$ cat config.mk
export PLATFORM = sky130hd
export DESIGN_NAME = pc_sequencer
export DESIGN_NICKNAME = d
export VERILOG_FILES = /design/src/rtl/pc_sequencer.sv
export SDC_FILE = /design/constraint.sdc
export NUM_CORES = 1
export LEC_CHECK = 0
export CORE_MARGIN = 2
export CORE_UTILIZATION = 40
export CTS_CLUSTER_DIAMETER = 80
export DETAILED_ROUTE_END_ITERATION = 16
export PLACE_DENSITY = 0.73
export SETUP_SLACK_MARGIN = 0.2
export SYNTH_ARGS = -nofsm -noshare
export SYNTH_HDL_FRONTEND = slang
export SYNTH_SLANG_ARGS = --single-unit
$ cat constraint.sdc
create_clock -name clk -period 1.7 [get_ports clk]
set_input_delay 0.51 -clock clk [delete_from_list [all_inputs] [get_ports clk]]
set_output_delay 0.51 -clock clk [all_outputs]
set_load 0.01 [all_outputs]
$ cat src/rtl/pc_sequencer.sv
// pc_sequencer: program counter and run-control stage feeding SimpleCPU.
// Holds the PC, gates instruction commit, and tracks halt/fault status
// together with the number of retired instructions.
module pc_sequencer #(
    parameter logic [31:0] RESET_PC  = 32'h0000_0000,
    parameter logic [31:0] MAX_INSTR = 32'hFFFF_FFFF
) (
    input  logic        clk,
    input  logic        rst_n,
    input  logic        Start,
    input  logic        Step,
    input  logic        Stop,
    input  logic        Clear,
    input  logic [31:0] NextAddr,
    output logic [31:0] PcOut,
    output logic        CpuEn,
    output logic        Running,
    output logic        Halted,
    output logic        Fault,
    output logic [31:0] FaultAddr,
    output logic [31:0] RetiredCnt
);

    typedef enum logic [2:0] {
        ST_IDLE   = 3'd0,
        ST_RUN    = 3'd1,
        ST_STEP   = 3'd2,
        ST_HALTED = 3'd3,
        ST_FAULT  = 3'd4
    } state_t;

    state_t      state;
    logic [31:0] cnt_inc;
    logic        misaligned;
    logic        self_jump;
    logic        at_limit;

    // The counter can never wrap: the limit check halts the core on the
    // commit that brings it to MAX_INSTR, before any further increment.
    assign cnt_inc    = RetiredCnt + 32'd1;
    assign misaligned = |NextAddr[1:0];
    assign self_jump  = (NextAddr == PcOut);
    assign at_limit   = (cnt_inc == MAX_INSTR);

    // Commit is enabled only while an instruction is actually executing, so
    // it follows the state register (and drops asynchronously with reset).
    assign CpuEn   = (state == ST_RUN) || (state == ST_STEP);
    assign Running = (state == ST_RUN);
    assign Halted  = (state == ST_HALTED);
    assign Fault   = (state == ST_FAULT);

    // Run-control FSM with PC, retire counter and fault capture; Clear beats
    // every other input, and a commit's outcome follows fault > self > limit.
    always_ff @(posedge clk or negedge rst_n) begin
        if (!rst_n) begin
            state      <= ST_IDLE;
            PcOut      <= RESET_PC;
            RetiredCnt <= 32'd0;
            FaultAddr  <= 32'd0;
        end else if (Clear) begin
            state      <= ST_IDLE;
            PcOut      <= RESET_PC;
            RetiredCnt <= 32'd0;
            FaultAddr  <= 32'd0;
        end else begin
            case (state)
                ST_IDLE: begin
                    if (Stop) begin
                        state <= ST_IDLE;
                    end else if (Start) begin
                        state <= ST_RUN;
                    end else if (Step) begin
                        state <= ST_STEP;
                    end else begin
                        state <= ST_IDLE;
                    end
                end
                ST_RUN, ST_STEP: begin
                    RetiredCnt <= cnt_inc;
                    if (misaligned) begin
                        FaultAddr <= NextAddr;
                        state     <= ST_FAULT;
                    end else if (self_jump) begin
                        state <= ST_HALTED;
                    end else begin
                        PcOut <= NextAddr;
                        if (at_limit) begin
                            state <= ST_HALTED;
                        end else if ((state == ST_STEP) || Stop) begin
                            state <= ST_IDLE;
                        end else begin
                            state <= ST_RUN;
                        end
                    end
                end
                ST_HALTED, ST_FAULT: begin
                    state <= state;
                end
                default: begin
                    state <= ST_IDLE;
                end
            endcase
        end
    end

endmodule

== Yosys cells after proc, flatten, opt, wreduce, memory -nomap -nowiden ==
Index checks and enable logic that the tools add are counted.
Storage, ports and cells
  output and inout port bits: 100
  bits in registers: 99
  bits of input ports: 38
  logic and storage cells: 42
Cells by class
  multiplexer cells: 18
  reduce and logical (&&, ||, !) cells: 10
  equal/unequal tests: 9
  add/subtract/negate cells: 1
Operator list (number)
  32-bit 2-to-1 mux: 9
  32-bit by 1-bit adder with 32-bit output, second input constant: 1
  32-bit == test: 1
  32-bit == test, second input constant: 1
  2-bit 2-to-1 mux: 5
  3-bit one-hot mux with 3 select lines: 1
  3-bit by 2-bit == test with 1-bit output, second input constant: 2
  3-bit 2-to-1 mux: 2
  2-bit inequality test, second input constant: 3
  2-bit OR reduction: 3
  2-bit nonzero test: 2
  3-bit by 1-bit == test with 1-bit output, second input constant: 1
  3-bit == test, second input constant: 1
  3-bit logical NOT: 1
  3-bit AND reduction: 1
  1-bit logical OR: 2
  2-bit AND reduction: 1
  1-bit 2-to-1 mux: 1

== Logic depth before layout (Yosys ltp) ==
  word-level depth: 8
  depth in mapped cells: 8

== Worst setup path before layout ==
No wires, ideal clock.
  kind: reg-to-reg
  from: reg RetiredCnt[24]
  to: reg state[1]
  cell stages (with the launch flop): 7
  arrival: 1.833 ns
  buffers on the path: 0
  setup slack: -0.227 ns
  required time: 1.606 ns
  period minus slack after synthesis: 1.927 ns
  path through: dfrtp_1 > nand2_1 > or2_0 > or4_1 > nor4_2 > o2111ai_1 > a211oi_1
On the way
  word-level cells in the longest chain between the ends: 7
Ends and longest elaborated chain
  from (decl): line 21  | output logic [31:0] RetiredCnt
  from (signal assigned): line 79  | RetiredCnt <= cnt_inc;
  32-bit by 1-bit adder with 32-bit output: line 40  | assign cnt_inc = RetiredCnt + 32'd1;
  32-bit == test: line 43  | assign at_limit = (cnt_inc == MAX_INSTR);
  2-bit 2-to-1 mux: line 87  | if (at_limit) begin
  2-bit 2-to-1 mux: line 83  | end else if (self_jump) begin
  3-bit 2-to-1 mux: line 80  | if (misaligned) begin
  3-bit one-hot mux with 3 select lines: line 66  | case (state)
  3-bit 2-to-1 mux: line 60  | end else if (Clear) begin
  to (signal assigned): line 97  | state <= state;
  to (decl): line 32  | state_t state;
No other way between the ends.
A chain may end at the register's enable or synchronous reset.

== Final worst setup path ==
  from: in NextAddr[22]
  to: reg PcOut[5]
On the way
  word-level cells in the longest chain between the ends: 3
Ends and longest elaborated chain
  from (decl): line 14  | input logic [31:0] NextAddr,
  32-bit == test: line 42  | assign self_jump = (NextAddr == PcOut);
  2-bit inequality test (no line)
  3-bit AND reduction (no line)
  to (signal assigned): line 86  | PcOut <= NextAddr;
  to (decl): line 15  | output logic [31:0] PcOut,
No other way between the ends.

==> out/metrics.yaml <==
run_status:
  status: "complete, but fails checks"
  violations: "setup timing"
route:
  vias_per_cell: 5.41
  wl_met2_mm: 11.1
  wl_met1_mm: 7.78
  route.met3.wl_mm: 1.38
  drtPass1Iterations: 5
  drc: 0
  wirelength_mm: 21.2
  top_layer: "met4"
  vias: 5508
  ant_nets: 0
  drt_first_iter_violations: 384
  routedWlPerCell_um: 20.8
placement:
  placed_area_mm2: 0.00757
  portBuffers: 137
  place_inst: 904
  place.detailed.hpwl_mm: 11.4
  place.gp.congestion: 0.869
  post-place-ws_ps: -915
floorplanning:
  start_util_pct: 40.9
  io_pins: 138
  die_area_mm2: 0.0132
  die_y_um: 115
  chipWidth_um: 115
  rows: 40
  coreArea_mm2: 0.0120
setup_path:
  regToRegStartpoint: "PcOut[22]"
  reg2reg_to: "PcOut[5]"
  r2r_cells: 8
  crit_arrival_ps: 2340
  max_stage_delay_ps: 290
  critPathLaunch: "NextAddr[22]"
  crit_path_max_fanout: 5
  ff2ff_setup_slack_ps: -390
  crit_path_start_kind: "primary input"
  crit_path_end_kind: "flip-flop"
  worstPathCellList: "dlygate4sd2_1, xnor2_1, nand4_1, nor4_4, a21bo_4, buf_12, clkbuf_16, mux2i_2, nor2_1"
  crit_required_ps: 1950
  path_class: "in2reg"
  cp_slowest_cell: "dlygate4sd2_1"
  crit_end: "PcOut[5]"
yosys:
  synth-seq-area-share_pct: 50.4
  yosys.area_share.simple_pct: 21.8
  synth-compound-area-share_pct: 6.08
  synth_fa_ha_area_share_pct: 0.509
  synth-edff-count: 0
  synth_cells: 516
  yosysWarnings: 0
  synthArstFlopShare_pct: 100
  synthFlopType: "dfrtp_1"
  synthXorXnorAreaFrac_pct: 11.4
  syn_avg_cell_area_um2: 9.53
  yosysUniqueCellTypes: 41
  synth_top_family_by_area: "simple AND/OR/NAND/NOR gates"
  synth.area.mux_share_pct: 6.34
  synth_area_mm2: 0.00492
  synth_area_leaders: "dfrtp_1 (50%), xnor2_1 (9.3%), nand2_1 (6.3%)"
  synth-seq-cells: 99
  syn-num-nets: 556
  synth_top_area_share_pct: 50.4
  synth_area_leader_cell: "dfrtp_1"
clocking:
  cts.path.max_buffers: 2
  clk_pin_slew_ps: 70
  cts-buffers-inserted: 9
  clock_tree.root_cell: "clkbuf_16"
  clock_sinks: 99
  clk_latency_ps: 360
  htreeDepth: 3
  cts_tree: "built"
power:
  leakage_nw: 4.84
  peakVddDrop_uv: 496
  cellPowerDensity_mw_per_mm2: 574
  fin_total_pwr_mw: 5.58
sta:
  fin_crit_ps: 2090
  max_slew_margin_pct: 71.0
  max_clock_freq_mhz: 478
  setup_viol: 94
  fin_ws_ps: -390
  drv_slew: 0
  skew_ps: 9.47
  hold_violations: 0
  fin_crit_sh_pct: 123
  rsz0062_at_grt: "true"
  tns_ps: -20840
  worstMarginPinSlew_ps: 430
  whs_ps: 444
final_layout:
  fillers: 690
  num_antenna_cells: 0
  final_common_cell: "buf_6"
  final_cell_count_no_fill: 1018
  mostFrequentLayoutCells: "buf_6 (166), buf_4 (102), dfrtp_1 (89), nand2_1 (65), nor2_1 (63)"
  postLayoutCoreUtil_pct: 80.9
  final_area_mm2: 0.00971
  final_nets: 907
  drive_gt1_share_pct: 53.8
  synthToLayoutAreaGrowth_pct: 97.6
global_route:
  antenna_found_initial: 0
  grt_pass1_wl_mm: 29.9
  first_global_vias: 5862
  grt_max_degree: 52
  grt.overflow.total: 0
  gr-usage-all-layers_pct: 29.7
flow_run:
  drv_cap: 0
min_path:
  min_path_type: "in2reg"
[routing by layer]
metal / vias up / global-route usage (%)
li1: 2435 / -
met1: 2747 / 33.4
met2: 261 / 53.9
met3: 65 / 7.49
met4: 0 / 11.6
met5: - / 0
[report_power, final]
part / internal (mW) / total [mW] / switching, mW
clock network: 1.07 / 2.04 / 0.970
logic: 0.550 / 1.07 / 0.521
registers: 2.41 / 2.47 / 0.0536
total: 4.03 / 5.58 / 1.54
[layout make-up]
cell class | instances | area [um^2] | area share, %
repair buffers | 366 | 3660 | 37.7
multi-input cells | 381 | 3060 | 31.5
flip-flops and latches | 99 | 2490 | 25.6
clock buffers | 12 | 256 | 2.64
well taps | 147 | 184 | 1.89
inverters | 10 | 40.0 | 0.412
clock inverters | 3 | 23.8 | 0.245
[flip-flops by register name (all words and copies together) (netlist names)]
name and flops:
PcOut 32, state 3, RetiredCnt 32, FaultAddr 32
[repair_timing]
| action | CTS | global route |
|---|---|---|
| setup endpoints to repair | 197 | 190 |
| endpoints found under the hold margin | 1 | 0 |
| pin swaps | 64 | 57 |
| resized for setup | 629 | 110 |
| buffers inserted | 64 | 27 |
| cloned | 6 | 1 |
| hold buffers | 1 | 0 |
[cell usage after synthesis (2+ instances only)]
cell type and count:
nor2b_1 2, dfrtp_1 99, buf_2 4, xor2_1 12, o21ai_0 7, or2_2 2, buf_4 4, nand3_1 13
a211oi_1 3, or3_1 5, ha_1 2, and4_1 3, nor2_1 71, nor4_1 6, mux2i_1 30, and3_1 4
a21oi_1 38, nor3_1 8, nor3b_1 3, nand2_1 83, clkbuf_1 16, buf_6 2, and2_1 2, inv_1 9
nand4_1 20, xnor2_1 52, nor4_2 2
[kinds of logic after synthesis]
| group | after synthesis |
|---|---|
| flops | 99 |
| compound gates | 54 |
| fa+ha+maj | 2 |
| simple gates | 230 |
| buf+inv | 36 |
| xor+xnor | 64 |
| mux | 31 |
[worst min path at each step]
stage / startpoint / to / cells after the start
after floorplan: rst_n / FaultAddr[0] / 0
after global placement: rst_n / RetiredCnt[9] / 1
after detailed placement: rst_n / RetiredCnt[9] / 1
after CTS: rst_n / RetiredCnt[9] / 2
after global routing: NextAddr[5] / FaultAddr[5] / 3
final: NextAddr[5] / FaultAddr[5] / 3
[worst max-delay path: cells and delay by family]
kind	cells	cell delay [ps]
buf+inv	3	590
simple gates	3	530
xor+xnor	1	280
mux	1	220
compound gates	1	200
(Power assumes the default switching activity.)
